$ cat src/rtl/ysyx_lsu_axi_bridge_pkg.sv
// Shared types and constants for the LSU-to-AXI4-Lite data bridge.
package ysyx_lsu_axi_bridge_pkg;

  typedef enum logic [2:0] {
    S_IDLE,
    S_RD_ADDR,
    S_RD_DATA,
    S_WR_REQ,
    S_WR_RESP,
    S_DONE
  } state_e;

  localparam logic [1:0] RESP_OKAY   = 2'b00;
  localparam logic [1:0] RESP_SLVERR = 2'b10;
  localparam logic [1:0] RESP_DECERR = 2'b11;

  localparam logic [3:0] SZ_B = 4'h1;
  localparam logic [3:0] SZ_H = 4'h3;
  localparam logic [3:0] SZ_W = 4'hf;

  // Anything that is not a byte or half mask is handled as a word.
  function automatic logic [3:0] norm_size(input logic [7:0] m);
    case (m)
      8'h01:   return SZ_B;
      8'h03:   return SZ_H;
      default: return SZ_W;
    endcase
  endfunction

endpackage

$ cat src/rtl/ysyx_lsu_axi_bridge_if.sv
// LSU-side request bundle and AXI4-Lite data port bundle.
interface ysyx_lsu_req_if #(
  parameter int ADDR_W = 32,
  parameter int DATA_W = 32
);
  logic [ADDR_W-1:0] lsu_araddr;
  logic              lsu_arvalid;
  logic [7:0]        lsu_rstrb;
  logic [DATA_W-1:0] lsu_rdata;
  logic              lsu_rvalid;
  logic [ADDR_W-1:0] lsu_awaddr;
  logic              lsu_awvalid;
  logic [DATA_W-1:0] lsu_wdata;
  logic [7:0]        lsu_wstrb;
  logic              lsu_wvalid;
  logic              lsu_wready;
  logic              lsu_fault;

  modport master (
    output lsu_araddr, lsu_arvalid, lsu_rstrb,
    output lsu_awaddr, lsu_awvalid, lsu_wdata,
    output lsu_wstrb, lsu_wvalid,
    input  lsu_rdata, lsu_rvalid, lsu_wready,
    input  lsu_fault
  );

  modport slave (
    input  lsu_araddr, lsu_arvalid, lsu_rstrb,
    input  lsu_awaddr, lsu_awvalid, lsu_wdata,
    input  lsu_wstrb, lsu_wvalid,
    output lsu_rdata, lsu_rvalid, lsu_wready,
    output lsu_fault
  );
endinterface

interface ysyx_axi_lite_if #(
  parameter int ADDR_W = 32,
  parameter int DATA_W = 32
);
  logic [ADDR_W-1:0] m_araddr;
  logic              m_arvalid;
  logic              m_arready;
  logic [DATA_W-1:0] m_rdata;
  logic [1:0]        m_rresp;
  logic              m_rvalid;
  logic              m_rready;
  logic [ADDR_W-1:0] m_awaddr;
  logic              m_awvalid;
  logic              m_awready;
  logic [DATA_W-1:0] m_wdata;
  logic [3:0]        m_wstrb;
  logic              m_wvalid;
  logic              m_wready;
  logic [1:0]        m_bresp;
  logic              m_bvalid;
  logic              m_bready;

  modport master (
    output m_araddr, m_arvalid, m_rready,
    output m_awaddr, m_awvalid, m_wdata,
    output m_wstrb, m_wvalid, m_bready,
    input  m_arready, m_rdata, m_rresp,
    input  m_rvalid, m_awready, m_wready,
    input  m_bresp, m_bvalid
  );

  modport slave (
    input  m_araddr, m_arvalid, m_rready,
    input  m_awaddr, m_awvalid, m_wdata,
    input  m_wstrb, m_wvalid, m_bready,
    output m_arready, m_rdata, m_rresp,
    output m_rvalid, m_awready, m_wready,
    output m_bresp, m_bvalid
  );
endinterface

$ cat src/rtl/ysyx_lsu_lane_align.sv
// Byte-lane shifter: store data/strobe left, load data right,
// plus the misaligned-access check.
module ysyx_lsu_lane_align
  import ysyx_lsu_axi_bridge_pkg::*;
#(
  parameter int DATA_W = 32
) (
  input  logic [1:0]        off_i,
  input  logic [3:0]        size_i,
  input  logic [DATA_W-1:0] wdata_i,
  input  logic [DATA_W-1:0] rdata_i,
  output logic [DATA_W-1:0] wdata_o,
  output logic [3:0]        wstrb_o,
  output logic [DATA_W-1:0] rdata_o,
  output logic              misaligned_o
);

  logic [4:0] sh;

  assign sh      = {off_i, 3'b000};
  assign wdata_o = wdata_i << sh;
  assign wstrb_o = size_i << off_i;
  assign rdata_o = rdata_i >> sh;

  always_comb begin
    misaligned_o = 1'b0;
    unique case (1'b1)
      (size_i == SZ_H): misaligned_o = (off_i == 2'd3);
      (size_i == SZ_W): misaligned_o = (off_i != 2'd0);
      default:          misaligned_o = 1'b0;
    endcase
  end

endmodule

$ cat src/rtl/ysyx_lsu_axi_bridge.sv
// LSU load/store to AXI4-Lite master bridge, one access in flight.
module ysyx_lsu_axi_bridge
  import ysyx_lsu_axi_bridge_pkg::*;
#(
  parameter int ADDR_W = 32,
  parameter int DATA_W = 32
) (
  input  logic                  clk,
  input  logic                  rst,
  ysyx_lsu_req_if.slave         lsu,
  ysyx_axi_lite_if.master       m
);

  state_e            state_q, state_d;
  logic [ADDR_W-1:0] addr_q, addr_d;
  logic [DATA_W-1:0] wdata_q, wdata_d;
  logic [3:0]        wstrb_q, wstrb_d;
  logic              arvalid_q, arvalid_d;
  logic              rready_q, rready_d;
  logic              awvalid_q, awvalid_d;
  logic              wvalid_q, wvalid_d;
  logic              bready_q, bready_d;
  logic              aw_done_q, aw_done_d;
  logic              w_done_q, w_done_d;
  logic [DATA_W-1:0] rdata_q, rdata_d;
  logic              rvalid_q, rvalid_d;
  logic              wready_q, wready_d;
  logic              fault_q, fault_d;

  logic              st_req;
  logic [3:0]        size_sel;
  logic [1:0]        off_sel;
  logic [DATA_W-1:0] al_wdata;
  logic [3:0]        al_wstrb;
  logic [DATA_W-1:0] al_rdata;
  logic              mis;
  logic              aw_hs, w_hs;
  logic              aw_fin, w_fin;

  assign st_req = lsu.lsu_awvalid & lsu.lsu_wvalid;

  // In IDLE the aligner looks at the incoming request;
  // afterwards it uses the latched offset for read data.
  always_comb begin
    if (st_req) begin
      size_sel = norm_size(lsu.lsu_wstrb);
    end else begin
      size_sel = norm_size(lsu.lsu_rstrb);
    end
    if (state_q != S_IDLE) begin
      off_sel = addr_q[1:0];
    end else if (st_req) begin
      off_sel = lsu.lsu_awaddr[1:0];
    end else begin
      off_sel = lsu.lsu_araddr[1:0];
    end
  end

  ysyx_lsu_lane_align #(
    .DATA_W(DATA_W)
  ) u_align (
    .off_i       (off_sel),
    .size_i      (size_sel),
    .wdata_i     (lsu.lsu_wdata),
    .rdata_i     (m.m_rdata),
    .wdata_o     (al_wdata),
    .wstrb_o     (al_wstrb),
    .rdata_o     (al_rdata),
    .misaligned_o(mis)
  );

  assign aw_hs  = awvalid_q & m.m_awready;
  assign w_hs   = wvalid_q & m.m_wready;
  assign aw_fin = aw_done_q | aw_hs;
  assign w_fin  = w_done_q | w_hs;

  always_comb begin
    state_d   = state_q;
    addr_d    = addr_q;
    wdata_d   = wdata_q;
    wstrb_d   = wstrb_q;
    arvalid_d = arvalid_q;
    rready_d  = rready_q;
    awvalid_d = awvalid_q;
    wvalid_d  = wvalid_q;
    bready_d  = bready_q;
    aw_done_d = aw_done_q;
    w_done_d  = w_done_q;
    rdata_d   = rdata_q;
    rvalid_d  = 1'b0;
    wready_d  = 1'b0;
    fault_d   = 1'b0;
    unique case (state_q)
      S_IDLE: begin
        if (st_req) begin
          addr_d = lsu.lsu_awaddr;
          if (mis) begin
            wready_d = 1'b1;
            fault_d  = 1'b1;
            state_d  = S_DONE;
          end else begin
            wdata_d   = al_wdata;
            wstrb_d   = al_wstrb;
            awvalid_d = 1'b1;
            wvalid_d  = 1'b1;
            aw_done_d = 1'b0;
            w_done_d  = 1'b0;
            state_d   = S_WR_REQ;
          end
        end else if (lsu.lsu_arvalid) begin
          addr_d = lsu.lsu_araddr;
          if (mis) begin
            rdata_d  = '0;
            rvalid_d = 1'b1;
            fault_d  = 1'b1;
            state_d  = S_DONE;
          end else begin
            arvalid_d = 1'b1;
            state_d   = S_RD_ADDR;
          end
        end
      end
      S_RD_ADDR: begin
        if (m.m_arready) begin
          arvalid_d = 1'b0;
          rready_d  = 1'b1;
          state_d   = S_RD_DATA;
        end
      end
      S_RD_DATA: begin
        if (m.m_rvalid) begin
          rready_d = 1'b0;
          rdata_d  = al_rdata;
          rvalid_d = 1'b1;
          fault_d  = (m.m_rresp != RESP_OKAY);
          state_d  = S_DONE;
        end
      end
      S_WR_REQ: begin
        if (aw_hs) begin
          awvalid_d = 1'b0;
          aw_done_d = 1'b1;
        end
        if (w_hs) begin
          wvalid_d = 1'b0;
          w_done_d = 1'b1;
        end
        if (aw_fin && w_fin) begin
          aw_done_d = 1'b0;
          w_done_d  = 1'b0;
          bready_d  = 1'b1;
          state_d   = S_WR_RESP;
        end
      end
      S_WR_RESP: begin
        if (m.m_bvalid) begin
          bready_d = 1'b0;
          wready_d = 1'b1;
          fault_d  = (m.m_bresp != RESP_OKAY);
          state_d  = S_DONE;
        end
      end
      S_DONE:  state_d = S_IDLE;
      default: state_d = S_IDLE;
    endcase
  end

  always_ff @(posedge clk or posedge rst) begin
    if (rst) begin
      state_q   <= S_IDLE;
      addr_q    <= '0;
      wdata_q   <= '0;
      wstrb_q   <= '0;
      arvalid_q <= 1'b0;
      rready_q  <= 1'b0;
      awvalid_q <= 1'b0;
      wvalid_q  <= 1'b0;
      bready_q  <= 1'b0;
      aw_done_q <= 1'b0;
      w_done_q  <= 1'b0;
      rdata_q   <= '0;
      rvalid_q  <= 1'b0;
      wready_q  <= 1'b0;
      fault_q   <= 1'b0;
    end else begin
      state_q   <= state_d;
      addr_q    <= addr_d;
      wdata_q   <= wdata_d;
      wstrb_q   <= wstrb_d;
      arvalid_q <= arvalid_d;
      rready_q  <= rready_d;
      awvalid_q <= awvalid_d;
      wvalid_q  <= wvalid_d;
      bready_q  <= bready_d;
      aw_done_q <= aw_done_d;
      w_done_q  <= w_done_d;
      rdata_q   <= rdata_d;
      rvalid_q  <= rvalid_d;
      wready_q  <= wready_d;
      fault_q   <= fault_d;
    end
  end

  assign m.m_araddr  = {addr_q[ADDR_W-1:2], 2'b00};
  assign m.m_awaddr  = {addr_q[ADDR_W-1:2], 2'b00};
  assign m.m_arvalid = arvalid_q;
  assign m.m_rready  = rready_q;
  assign m.m_awvalid = awvalid_q;
  assign m.m_wvalid  = wvalid_q;
  assign m.m_wdata   = wdata_q;
  assign m.m_wstrb   = wstrb_q;
  assign m.m_bready  = bready_q;

  assign lsu.lsu_rdata  = rdata_q;
  assign lsu.lsu_rvalid = rvalid_q;
  assign lsu.lsu_wready = wready_q;
  assign lsu.lsu_fault  = fault_q;

endmodule
$ cat src/flat_wrapper.sv
// flat-port wrapper written by rule: the top's interface ports become plain ports
module ysyx_lsu_axi_bridge_flat import ysyx_lsu_axi_bridge_pkg::*;
#(
  parameter int ADDR_W = 32,
  parameter int DATA_W = 32
)
  (clk, rst, lsu_lsu_araddr, lsu_lsu_arvalid, lsu_lsu_rstrb, lsu_lsu_awaddr, lsu_lsu_awvalid, lsu_lsu_wdata, lsu_lsu_wstrb, lsu_lsu_wvalid, lsu_lsu_rdata, lsu_lsu_rvalid, lsu_lsu_wready, lsu_lsu_fault, m_m_araddr, m_m_arvalid, m_m_rready, m_m_awaddr, m_m_awvalid, m_m_wdata, m_m_wstrb, m_m_wvalid, m_m_bready, m_m_arready, m_m_rdata, m_m_rresp, m_m_rvalid, m_m_awready, m_m_wready, m_m_bresp, m_m_bvalid);
  ysyx_lsu_req_if #(.ADDR_W(ADDR_W), .DATA_W(DATA_W)) lsu_i ();
  ysyx_axi_lite_if #(.ADDR_W(ADDR_W), .DATA_W(DATA_W)) m_i ();
  input  logic clk;
  input  logic rst;
  input wire logic [$bits(lsu_i.lsu_araddr)-1:0] lsu_lsu_araddr;
  input wire logic [$bits(lsu_i.lsu_arvalid)-1:0] lsu_lsu_arvalid;
  input wire logic [$bits(lsu_i.lsu_rstrb)-1:0] lsu_lsu_rstrb;
  input wire logic [$bits(lsu_i.lsu_awaddr)-1:0] lsu_lsu_awaddr;
  input wire logic [$bits(lsu_i.lsu_awvalid)-1:0] lsu_lsu_awvalid;
  input wire logic [$bits(lsu_i.lsu_wdata)-1:0] lsu_lsu_wdata;
  input wire logic [$bits(lsu_i.lsu_wstrb)-1:0] lsu_lsu_wstrb;
  input wire logic [$bits(lsu_i.lsu_wvalid)-1:0] lsu_lsu_wvalid;
  output wire logic [$bits(lsu_i.lsu_rdata)-1:0] lsu_lsu_rdata;
  output wire logic [$bits(lsu_i.lsu_rvalid)-1:0] lsu_lsu_rvalid;
  output wire logic [$bits(lsu_i.lsu_wready)-1:0] lsu_lsu_wready;
  output wire logic [$bits(lsu_i.lsu_fault)-1:0] lsu_lsu_fault;
  output wire logic [$bits(m_i.m_araddr)-1:0] m_m_araddr;
  output wire logic [$bits(m_i.m_arvalid)-1:0] m_m_arvalid;
  output wire logic [$bits(m_i.m_rready)-1:0] m_m_rready;
  output wire logic [$bits(m_i.m_awaddr)-1:0] m_m_awaddr;
  output wire logic [$bits(m_i.m_awvalid)-1:0] m_m_awvalid;
  output wire logic [$bits(m_i.m_wdata)-1:0] m_m_wdata;
  output wire logic [$bits(m_i.m_wstrb)-1:0] m_m_wstrb;
  output wire logic [$bits(m_i.m_wvalid)-1:0] m_m_wvalid;
  output wire logic [$bits(m_i.m_bready)-1:0] m_m_bready;
  input wire logic [$bits(m_i.m_arready)-1:0] m_m_arready;
  input wire logic [$bits(m_i.m_rdata)-1:0] m_m_rdata;
  input wire logic [$bits(m_i.m_rresp)-1:0] m_m_rresp;
  input wire logic [$bits(m_i.m_rvalid)-1:0] m_m_rvalid;
  input wire logic [$bits(m_i.m_awready)-1:0] m_m_awready;
  input wire logic [$bits(m_i.m_wready)-1:0] m_m_wready;
  input wire logic [$bits(m_i.m_bresp)-1:0] m_m_bresp;
  input wire logic [$bits(m_i.m_bvalid)-1:0] m_m_bvalid;
  assign lsu_i.lsu_araddr = lsu_lsu_araddr;
  assign lsu_i.lsu_arvalid = lsu_lsu_arvalid;
  assign lsu_i.lsu_rstrb = lsu_lsu_rstrb;
  assign lsu_i.lsu_awaddr = lsu_lsu_awaddr;
  assign lsu_i.lsu_awvalid = lsu_lsu_awvalid;
  assign lsu_i.lsu_wdata = lsu_lsu_wdata;
  assign lsu_i.lsu_wstrb = lsu_lsu_wstrb;
  assign lsu_i.lsu_wvalid = lsu_lsu_wvalid;
  assign lsu_lsu_rdata = lsu_i.lsu_rdata;
  assign lsu_lsu_rvalid = lsu_i.lsu_rvalid;
  assign lsu_lsu_wready = lsu_i.lsu_wready;
  assign lsu_lsu_fault = lsu_i.lsu_fault;
  assign m_m_araddr = m_i.m_araddr;
  assign m_m_arvalid = m_i.m_arvalid;
  assign m_m_rready = m_i.m_rready;
  assign m_m_awaddr = m_i.m_awaddr;
  assign m_m_awvalid = m_i.m_awvalid;
  assign m_m_wdata = m_i.m_wdata;
  assign m_m_wstrb = m_i.m_wstrb;
  assign m_m_wvalid = m_i.m_wvalid;
  assign m_m_bready = m_i.m_bready;
  assign m_i.m_arready = m_m_arready;
  assign m_i.m_rdata = m_m_rdata;
  assign m_i.m_rresp = m_m_rresp;
  assign m_i.m_rvalid = m_m_rvalid;
  assign m_i.m_awready = m_m_awready;
  assign m_i.m_wready = m_m_wready;
  assign m_i.m_bresp = m_m_bresp;
  assign m_i.m_bvalid = m_m_bvalid;
  ysyx_lsu_axi_bridge #(.ADDR_W(ADDR_W), .DATA_W(DATA_W)) u_core (.clk(clk), .rst(rst), .lsu(lsu_i), .m(m_i));
endmodule
$ cat config.mk
export PLATFORM = sky130hd
export DESIGN_NAME = ysyx_lsu_axi_bridge_flat
export DESIGN_NICKNAME = d
export VERILOG_FILES = /design/src/rtl/ysyx_lsu_axi_bridge_pkg.sv /design/src/rtl/ysyx_lsu_axi_bridge_if.sv /design/src/rtl/ysyx_lsu_lane_align.sv /design/src/rtl/ysyx_lsu_axi_bridge.sv /design/src/flat_wrapper.sv
export SDC_FILE = /design/constraint.sdc
export NUM_CORES = 1
export LEC_CHECK = 0
export CAP_MARGIN = 25
export CORE_MARGIN = 3
export CORE_UTILIZATION = 38
export DETAILED_ROUTE_END_ITERATION = 10
export PLACE_DENSITY = 0.78
export SLEW_MARGIN = 10
export SYNTH_ARGS = -nofsm -noshare
export SYNTH_HDL_FRONTEND = slang
export SYNTH_SLANG_ARGS = --single-unit
export TNS_END_PERCENT = 5
$ cat constraint.sdc
create_clock -name clk -period 3.3 [get_ports clk]
set_input_delay 0.33 -clock clk [delete_from_list [all_inputs] [get_ports clk]]
set_output_delay 0.33 -clock clk [all_outputs]
set_load 0.1 [all_outputs]
After elaboration in Yosys (flattened, before gate mapping) --
Cells that the tools add are included.
Word-level totals: register bits after elaboration 113, bits of input ports 158, output and inout bits 140, logic and storage cells 130
Operators by class: eq/ne operators 25, shift operators 3, mux-type cells 58, bitwise gates (word level) 6, reduce and logical (&&, ||, !) cells 23
Operators with widths (count):
- two-way mux 32 bit | 6
- case mux 32 bit (2 select lines) | 1
- << shifter 32 x 5 -> 32 bit | 1
- >> shifter 32 x 5 -> 32 bit | 1
- two-way mux 1 bit | 26
- two-way mux 3 bit | 8
- case mux 1 bit (2 select lines) | 10
- nonzero test 2 bit | 9
- equality test 8 x 1 -> 1 bit, second input constant | 2
- equality test 8 x 2 -> 1 bit, second input constant | 2
- case mux 4 bit (2 select lines) | 2
- AND reduction 4 bit | 4
- case mux 3 bit (5 select lines) | 1
- AND reduction 5 bit | 3
- inequality test 2 bit, second input constant | 6
- inequality test 2 x 1 -> 1 bit, second input constant | 5
- AND reduction 3 bit | 3
- equality test 3 x 2 -> 1 bit, second input constant | 2
- inequality test 3 x 1 -> 1 bit, second input constant | 2
- equality test 4 x 2 -> 1 bit, second input constant | 1
- equality test 4 bit, second input constant | 1
- two-way mux 2 bit | 2
- two-way mux 4 bit | 1
- << shifter 4 x 2 -> 4 bit | 1
- 12 further kinds | 15

Logic depth before layout (Yosys ltp) --
Gate-level depths: netlist of run 1.
word-level depth 9, depth in mapped cells 9, depth with buffers taken out 6

Hierarchy --
From an unflattened synthesis of run 1, not the netlist that was laid out.
Second synthesis, totals: cells, all modules 648, area total of the unflattened synthesis 6655.1 µm²
Modules (own cells, without submodules):
- ysyx_lsu_axi_bridge | instances 1, cells each 507, area each 5507.8 µm², seq. area each 2827.7 µm²
- ysyx_lsu_lane_align | instances 1, cells each 141, area each 1147.4 µm², seq. area each 0.0 µm²

Worst setup path after synthesis of run 1 --
Ideal clock, no wire load.
kind reg2reg, from register u_core.state_q[1], to register u_core.wdata_q[25] (netlist: u_core.m.m_wdata[25]), library setup time 125 ps, arrival 2035 ps, required time 3175 ps, path slack 1140 ps, cell stages (with the launch flop) 10, buffers on the path 3, period minus slack after synthesis 2160 ps, path through dfrtp_1 > nor3_4 > or2_0 > clkbuf_1 > and2_1 > buf_2 > buf_4 > mux2i_1 > mux2i_1 > mux2_4
On the way: longest elaborated chain between the ends 6, elaborated cells between the ends (all ways) 9, classes of those cells eq/ne: 1; shift: 1; mux: 2; bitwise: 1; reduce/logical: 4
Ends and longest elaborated chain:
- from (decl) | line ysyx_lsu_axi_bridge.sv:14 | state_e state_q, state_d;
- from (signal assigned) | line ysyx_lsu_axi_bridge.sv:186 | state_q <= state_d;
- nonzero test 3 bit | line ysyx_lsu_axi_bridge.sv:50 | if (state_q != S_IDLE) begin
- two-way mux 2 bit | line ysyx_lsu_axi_bridge.sv:50
- equality test 2 bit / nonzero test 2 bit (equally long branches) | line ysyx_lsu_lane_align.sv:28, ysyx_lsu_lane_align.sv:29
- case mux 1 bit (2 select lines) | line ysyx_lsu_lane_align.sv:27 | unique case (1'b1)
- NOT 1 bit (no source line)
- AND reduction 3 bit (no source line)
- to (signal assigned) | line ysyx_lsu_axi_bridge.sv:188 | wdata_q <= wdata_d;
- to (decl) | line ysyx_lsu_axi_bridge.sv:16 | logic [DATA_W-1:0] wdata_q, wdata_d;
Parallel ways exist; a longest one is shown, timed or not. A chain may end at the register's enable or synchronous reset.

Final worst setup path of run 1 --
from register u_core.state_q[2], to register u_core.wdata_q[29] (netlist: u_core.m.m_wdata[29])
The elaborated chain is that of the path after synthesis.

==> run metrics, run 1 <==
pin count of the biggest net entering global routing=66; cell family with most CP delay=simple AND/OR/NAND/NOR gates; Synth Flop Type=dfrtp_1; Req. time, crit path=3.59 ns; Final ANT Viol Nets=0; Syn Area/Cell=10.01 sq um; drt pass-1 iters=6; Core Box Area=16640 sq um; Crit path largest cell delay=0.54 ns; Synth Warn #=0; Slew headroom=31.10%; Hold Path Class=input pin to async pin; fraction of layout cells with a size suffix above 1=12.33%; critical path's slowest cell=dfrtp_1; worst-path fanout max=26; number of synthesized flops with an enable pin=0; CP Launch Type=register; area leader, netlist=dfrtp_1; via/cell ratio=5.057; setup tns final=0 ns; initial antenna violation count=0; # DRC=0; fin crit share=81.56%; CP Cell Sequence=nor3_4, o211ai_1, a22oi_2, o22ai_2, or2_2, buf_12, mux2_4; n_diodes=0; # setup viols final=0; run status=completed; Top Ports=298; PortBufs=293; max-cap violations=0; CTS buffer count=17; Die Wd=136.4 um; Initial Utilization=38.84%; CTS hold repair buffers=0; H-Tree Level Count=4; Crit Path Class=register to register; Min Clock Period, post-route=2.691 ns; Critical Path End Type=register; Worst Path Arrival=2.98 ns; clk_lat worst skew=0.40 ns; GP Congestion=0.8400; CP bufs+invs=1; post-DP HPWL=15180 um; row cnt=47; fmax=371.5 MHz; synthesized area=6464 sq um; first-pass GRT wire length=30980 um; Area Growth Syn to Fin=50.56%; DRT iter0 DRCs=347; root buf cell=clkbuf_16; total track usage=21.52%; via count=5543; RSZ-0062 raised after global routing=false; die footprint=18610 sq um; TritonCTS clock tree=yes; Area contributors post-synth=dfrtp_1, mux2i_1, buf_4; Multi-input gate area=2923 sq um; vias in the first global route=5659; top cell type's share of synthesized area=43.75%; Num Clock Sinks=113; Post-CTS Setup Inserts=0; Congestion Overflow GR=0; filler instances=1421; total area of sequential cells=2828 sq um; top-count cell post-synth=dfrtp_1; Reg clk slew, reported paths=0.05 ns; synth unique cells=49; flops & latches, synth=113; die height=136.4 um; worst clock skew=0.009889 ns; post-DR wirelength/cell=18.39 um; WHS=0.4476 ns; Final Hold Fails=0; nets@finish=1026; CTS resizes=0; async set-reset flop share out of synthesis=100.0%; Slew @ Worst Pin=1.030 ns; Max clock buf depth=2; Placement Setup Slack=0.3750 ns; cell count after synthesis=646; commonest cells in the netlist=dfrtp_1, nand2_1, buf_4; drt total wl=20160 um; fin worst setup slack=0.6085 ns; Slew Limit Fails=0; register area share after synthesis=43.75%
cell type report:
cell class	count	share of cell area (%)
clock buffers	26	4.924
clock inverters	1	0.3086
inverters	16	0.6557
multi-input cells	410	30.03
flip-flops and latches	113	29.06
well taps	220	2.828
repair buffers	310	32.19
through the flow:
step | area (sq um) | instances | utilization, %
2_1_floorplan | 6479 | 649 | -
3_3_place_gp | 9223 | 1069 | 55.42
3_5_place_dp | 9223 | 1069 | 55.42
4_1_cts | 9732 | 1096 | 58.48
5_1_grt | 9732 | 1096 | 58.48
6_report | 9732 | 1096 | 58.48
flip-flops by register name (all words and copies together), names as in the netlist, 3 cells and up:
register / flops
u_core.m.m_wstrb: 4
u_core.state_q: 3
u_core.m.m_wdata: 32
u_core.lsu.lsu_rdata: 32
u_core.addr_q: 32
path summary, 6_finish.rpt:
kind / end / from / slack (ns) / cells past startpoint
max: u_core.m.m_wdata[29] / u_core.state_q[2] / 0.61 / 7
min: u_core.lsu.lsu_rdata[10] / rst / 0.45 / 2
max reg2reg: u_core.m.m_wdata[29] / u_core.state_q[2] / 0.61 / 7
min reg2reg: u_core.m.m_arvalid / u_core.m.m_arvalid / 0.49 / 1
max in group asynchronous: u_core.addr_q[11] / rst / 2.15 / 3
min in group clk: u_core.m.m_arvalid / u_core.m.m_arvalid / 0.49 / 1
layout by cell type, fill, tap and decap left out, types with 12 or more instances in the layout:
cell type	instances
nand2_1	87
nor2_1	18
nand3_1	14
clkbuf_16	17
buf_4	12
clkdlybuf4s50_1	292
a21oi_1	25
mux2_2	25
dfrtp_1	113
inv_1	15
o21ai_0	64
mux2i_1	63
mux2_4	20
cell families after synthesis:
| group | Yosys count | share of synthesized area [%] |
|---|---|---|
| flip-flops | 113 | 43.75 |
| other | 1 | 0.05802 |
| multiplexers | 108 | 18.76 |
| AND/OR/NAND/NOR | 155 | 10.74 |
| AO/OA/AOI/OAI | 143 | 15.08 |
| buffers and inverters | 126 | 11.61 |
per-layer routing:
layer / global-route usage [%] / vias up / wire, um
met5: 0 / - / 0
met4: 8.119 / 0 / 453
met3: 5.366 / 30 / 1363
met2: 36.21 / 224 / 10220
met1: 26.66 / 2654 / 8118
li1: - / 2635 / -
Power of run 1 is not shown: default switching activity piles up to over one toggle a cycle in this logic, so the estimate is an artifact.
==> run 2: changes to the inputs <==
- CORE_UTILIZATION: 38 -> 42
- PLACE_DENSITY: 0.78 -> 0.81
- clock period: 3.3 -> 2.6 ns (I/O delays scaled with it)
==> run metrics, run 2 (synthesis results as in run 1) <==
run status=completed; final non-filler cell total=1078; commonest non-fill, non-tap cell in the layout=buf_4; DRT iter0 DRCs=288; CTS hold repair buffers=0; Hold Path Class=input pin to async pin; placed cells=1048; Top Ports=298; initial antenna violation count=1; WHS=0.2835 ns; total track usage=23.99%; worst clock skew=0.005240 ns; RSZ-0062 raised after global routing=false; die height=130.1 um; pin count of the biggest net entering global routing=61; Min Clock Period, post-route=2.447 ns; via count=5585; critical path's slowest cell=dfrtp_1; clk_lat worst skew=0.41 ns; n_diodes=0; # setup viols final=0; CP Cell Sequence=nor3_4, o211ai_1, a22oi_2, o22ai_2, or2_2, buf_12, mux2_4; row cnt=44; fraction of layout cells with a size suffix above 1=29.42%; fin crit share=94.12%; Congestion Overflow GR=0; Slew Limit Fails=0; Critical Path End Type=register; post-DP HPWL=15330 um; Slew @ Worst Pin=0.6835 ns; Final Hold Fails=0; DRT met1 WL=8443 um; max-cap violations=0; Core Box Area=14810 sq um; first-pass GRT wire length=31150 um; Final ANT Viol Nets=0; Multi-input gate area=2914 sq um; root buf cell=clkbuf_16; worst-path fanout max=19; Die Wd=130.1 um; vias in the first global route=5554; nets@finish=1041; PortBufs=293; H-Tree Level Count=4; Worst Path Arrival=2.74 ns; Highest Signal Layer=met5; fmax=408.6 MHz; Initial Utilization=43.65%; GP Congestion=0.8218; post-DR wirelength/cell=18.86 um; wire length on met2=10170 um; Post-CTS Setup Inserts=0; Req. time, crit path=2.89 ns; CTS buffer count=17; cell family with most CP delay=simple AND/OR/NAND/NOR gates; Crit Path Class=register to register; Num Clock Sinks=113; CP bufs+invs=1; via/cell ratio=5.181; drt pass-1 iters=5; filler instances=1198; Slew headroom=54.26%; Area Growth Syn to Fin=47.60%; met3 wire length=1335 um; setup tns final=0 ns; Max clock buf depth=2; CTS resizes=0; most frequent cells in the layout=buf_4, clkdlybuf4s50_1, dfrtp_1, nand2_1, o21ai_0; Reg clk slew, reported paths=0.05 ns; drt total wl=20330 um; Crit path largest cell delay=0.41 ns; die footprint=16910 sq um; CP Launch Type=register; TritonCTS clock tree=yes; # DRC=0; total area of sequential cells=2828 sq um
run 2: cell count changes in the layout (fill, tap and decap cells not counted):
| cell | previous run | this run |
|---|---|---|
| clkdlybuf4s50_1 | 292 | 157 |
| o21ai_2 | 0 | 1 |
| clkinvlp_4 | 1 | 3 |
| buf_4 | 12 | 159 |
| o21ai_4 | 2 | 1 |
| clkbuf_1 | 7 | 4 |
| clkinv_2 | 0 | 1 |
| and2_1 | 2 | 3 |
| and2_2 | 2 | 1 |
| buf_12 | 6 | 9 |
| clkbuf_8 | 2 | 5 |
run 2: final timing paths:
path                                         start                        to  slack (ns)  depth (start not counted)
worst max register to register   u_core.state_q[0]      u_core.m.m_wdata[30]        0.15                          7
worst min-delay path                           rst  u_core.lsu.lsu_rdata[30]        0.28                          2
worst max-delay path             u_core.state_q[0]      u_core.m.m_wdata[30]        0.15                          7
max in group asynchronous                      rst      u_core.m.m_wdata[27]        1.61                          3
worst min register to register  u_core.m.m_arvalid        u_core.m.m_arvalid        0.50                          1
min in group clk                lsu_lsu_awaddr[12]         u_core.addr_q[12]        0.47                          3
run 2: worst register-to-register path, delay by kind of cell (launching register included):
| kind | cells | cell delay, ns |
|---|---|---|
| multiplexers | 1 | 0.31 |
| AND/OR/NAND/NOR | 2 | 0.77 |
| buffers and inverters | 1 | 0.19 |
| AO/OA/AOI/OAI | 3 | 0.65 |
| flip-flops | 1 | 0.41 |
run 2: area by class of cell:
class                   count  area share [%]
clock buffers              26           5.338
clock inverters             4          0.5246
inverters                  16          0.6689
multi-input cells         410           30.54
flip-flops and latches    113           29.64
well taps                 184           2.413
repair buffers            325           30.87
run 2: metrics by stage:
step | cell area, sq um | util, % | worst slack, ns
5_1_grt | 9540 | 64.42 | 0.007801
6_report | 9540 | 64.42 | 0.1529
3_3_place_gp | 8981 | 60.65 | 0.004774
3_5_place_dp | 8981 | 60.65 | 0.0001859
2_1_floorplan | 6479 | - | 0.4399
4_1_cts | 9540 | 64.42 | 0.1326
run 2: metal layers:
metal,vias up,GRT usage (%)
li1,2667,-
met1,2698,31.14
met2,194,38.99
met3,24,7.491
met4,2,6.418
met5,-,0
Power of run 2 is left out for the same reason.
==> run 3: changes to the inputs <==
- CAP_MARGIN: 25 -> unset
- CORE_UTILIZATION: 42 -> 43
- PLACE_DENSITY: 0.81 -> 0.82
- SYNTH_HIERARCHICAL: unset -> 1
==> run metrics, run 3 <==
Worst Path Arrival=2.73 ns; Area contributors post-synth=dfrtp_1, mux2i_1, buf_4; Final ANT Viol Nets=0; Slew Limit Fails=0; cell count along the critical path=11; Slew @ Worst Pin=0.5896 ns; register area share after synthesis=42.49%; post-DP HPWL=14690 um; CTS hold repair buffers=0; cell family with most CP delay=buffers and inverters; most frequent cells in the layout=buf_4, clkdlybuf4s50_1, dfrtp_1, mux2i_1, o21ai_0; nets@finish=1053; Synth Area in Adders=0%; CTS resizes=0; n_diodes=0; first-pass GRT wire length=29550 um; cell count after synthesis=648; Synth Warn #=6; worst-path fanout max=13; Util after Layout=66.38%; Critical Path End Type=register; fmax=409.7 MHz; Num Clock Sinks=113; Min Clock Period, post-route=2.441 ns; fraction of layout cells with a size suffix above 1=27.97%; TritonCTS clock tree=yes; max-cap violations=0; Reg clk slew, reported paths=0.06 ns; drt total wl=19520 um; fin worst setup slack=0.1591 ns; area leader, netlist=dfrtp_1; run status=completed; Area Growth Syn to Fin=47.72%; Crit Path Class=input pin to register; Hold Path Class=input pin to async pin; top cell type's share of synthesized area=42.49%; initial antenna violation count=0; top-count cell post-synth=dfrtp_1; commonest cells in the netlist=dfrtp_1, mux2i_1, o21ai_0; Top Ports=298; mux contribution to synthesized area=22.99%; Post-CTS Setup Inserts=0; Final Hold Fails=0; Synth Area in Simple Gates=11.02%; synth unique cells=44; total track usage=22.38%; Die Wd=130.4 um; setup tns final=0 ns; critical path's slowest cell=clkdlybuf4s50_1; Max clock buf depth=2; number of synthesized flops with an enable pin=0; # DRC=0; CP bufs+invs=4; # setup viols final=0; RSZ-0062 raised after global routing=false; worst clock skew=0.01381 ns; clk_lat worst skew=0.41 ns; Initial Utilization=44.94%; die footprint=17010 sq um; post-DR wirelength/cell=17.87 um; WHS=0.2731 ns; pin count of the biggest net entering global routing=56; Synth Flop Type=dfrtp_1; Slew headroom=60.61%; largest family of logic cells by synthesized area=multiplexers; CP Cell Sequence=clkdlybuf4s50_1, and2_2, mux2i_1, buf_4, a21oi_4, o211ai_1, a21oi_2, nor4_4, buf_12, buf_4, mux2_1; async set-reset flop share out of synthesis=100.0%; synthesized area=6655 sq um; via/cell ratio=5.151; Crit path largest cell delay=0.49 ns; Congestion Overflow GR=0; drt pass-1 iters=5; PortBufs=293; GP Congestion=0.8132; most frequent CP cell=buf_4; die height=130.4 um; row cnt=44; Req. time, crit path=2.89 ns; DRT iter0 DRCs=312; flops & latches, synth=113; fin crit share=93.88%; XOR/XNOR Fraction of Synth Area=0%; compound-cell area share of the yosys netlist=10.10%; CP Launch Type=input pin; CTS buffer count=17; via count=5625; Worst Reg-to-Reg Cells=9; H-Tree Level Count=4; vias in the first global route=5610; Syn Area/Cell=10.27 sq um; root buf cell=clkbuf_16; Core Box Area=14810 sq um; Placement Setup Slack=-0.2853 ns; commonest non-fill, non-tap cell in the layout=buf_4
## run 3: cell count changes in the layout (fill, tap and decap cells not counted), sizes merged, moves of 9 or more
cell    change
a21oi      -16
and2       +14
and3        -9
clkbuf      -9
inv        +20
mux2i      +37
nand2      -49
nand3      -10
nand4      +31
o31ai       -9
## run 3: final cells by class
type	count	area (sq um)
clock inverter	15	167.7
clock buffer	17	425.4
sequential	113	2828
fill	1167	4979
timing repair buffer	333	3030
inverter	35	135.1
tap	184	230.2
multi-input combinational	395	3014
## run 3: kinds of logic after synthesis
| family | count (synthesis) |
|---|---|
| buf+inv | 146 |
| simple gates | 139 |
| mux | 137 |
| flops | 113 |
| compound gates | 111 |
| other cells | 2 |
## run 3: path summary, 6_finish.rpt
check	start	endpoint	slack, ns
setup / recovery	lsu_lsu_awvalid	u_core/m.m_wstrb[0]	0.16
hold / removal	rst	u_core/addr_q[5]	0.27
setup reg to reg	u_core/state_q[1]	u_core/m.m_wdata[31]	0.25
hold reg to reg	u_core/addr_q[1]	u_core/addr_q[1]	0.49
max in group asynchronous	rst	u_core/addr_q[1]	1.65
min in group clk	m_m_arready	u_core/m.m_arvalid	0.48
## run 3: metrics by stage
stage | cells | instance area [sq um]
final | 1092 | 9831
after floorplan | 654 | 6681
after global routing | 1092 | 9831
after CTS | 1092 | 9827
after global placement | 1060 | 9234
after detailed placement | 1060 | 9234
## run 3: worst reg2reg max path: cells and delay by family, from the launching register on
| family | cells | cell delay (ns) |
|---|---|---|
| buffers and inverters | 3 | 0.75 |
| multiplexers | 3 | 0.72 |
| flip-flops | 1 | 0.39 |
| AND/OR/NAND/NOR | 2 | 0.25 |
| AO/OA/AOI/OAI | 1 | 0.14 |
## run 3: metal layers
metal | wire length [um] | global-route usage [%] | part of all wire, % | vias to the layer above
met5 | 0 | 0 | 0 | -
met4 | 229 | 5.203 | 1.2 | 0
met3 | 1935 | 7.927 | 9.9 | 20
met2 | 9600 | 38.26 | 49 | 260
met1 | 7753 | 27.31 | 40 | 2658
li1 | - | - | - | 2687
Power of run 3 is left out for the same reason.
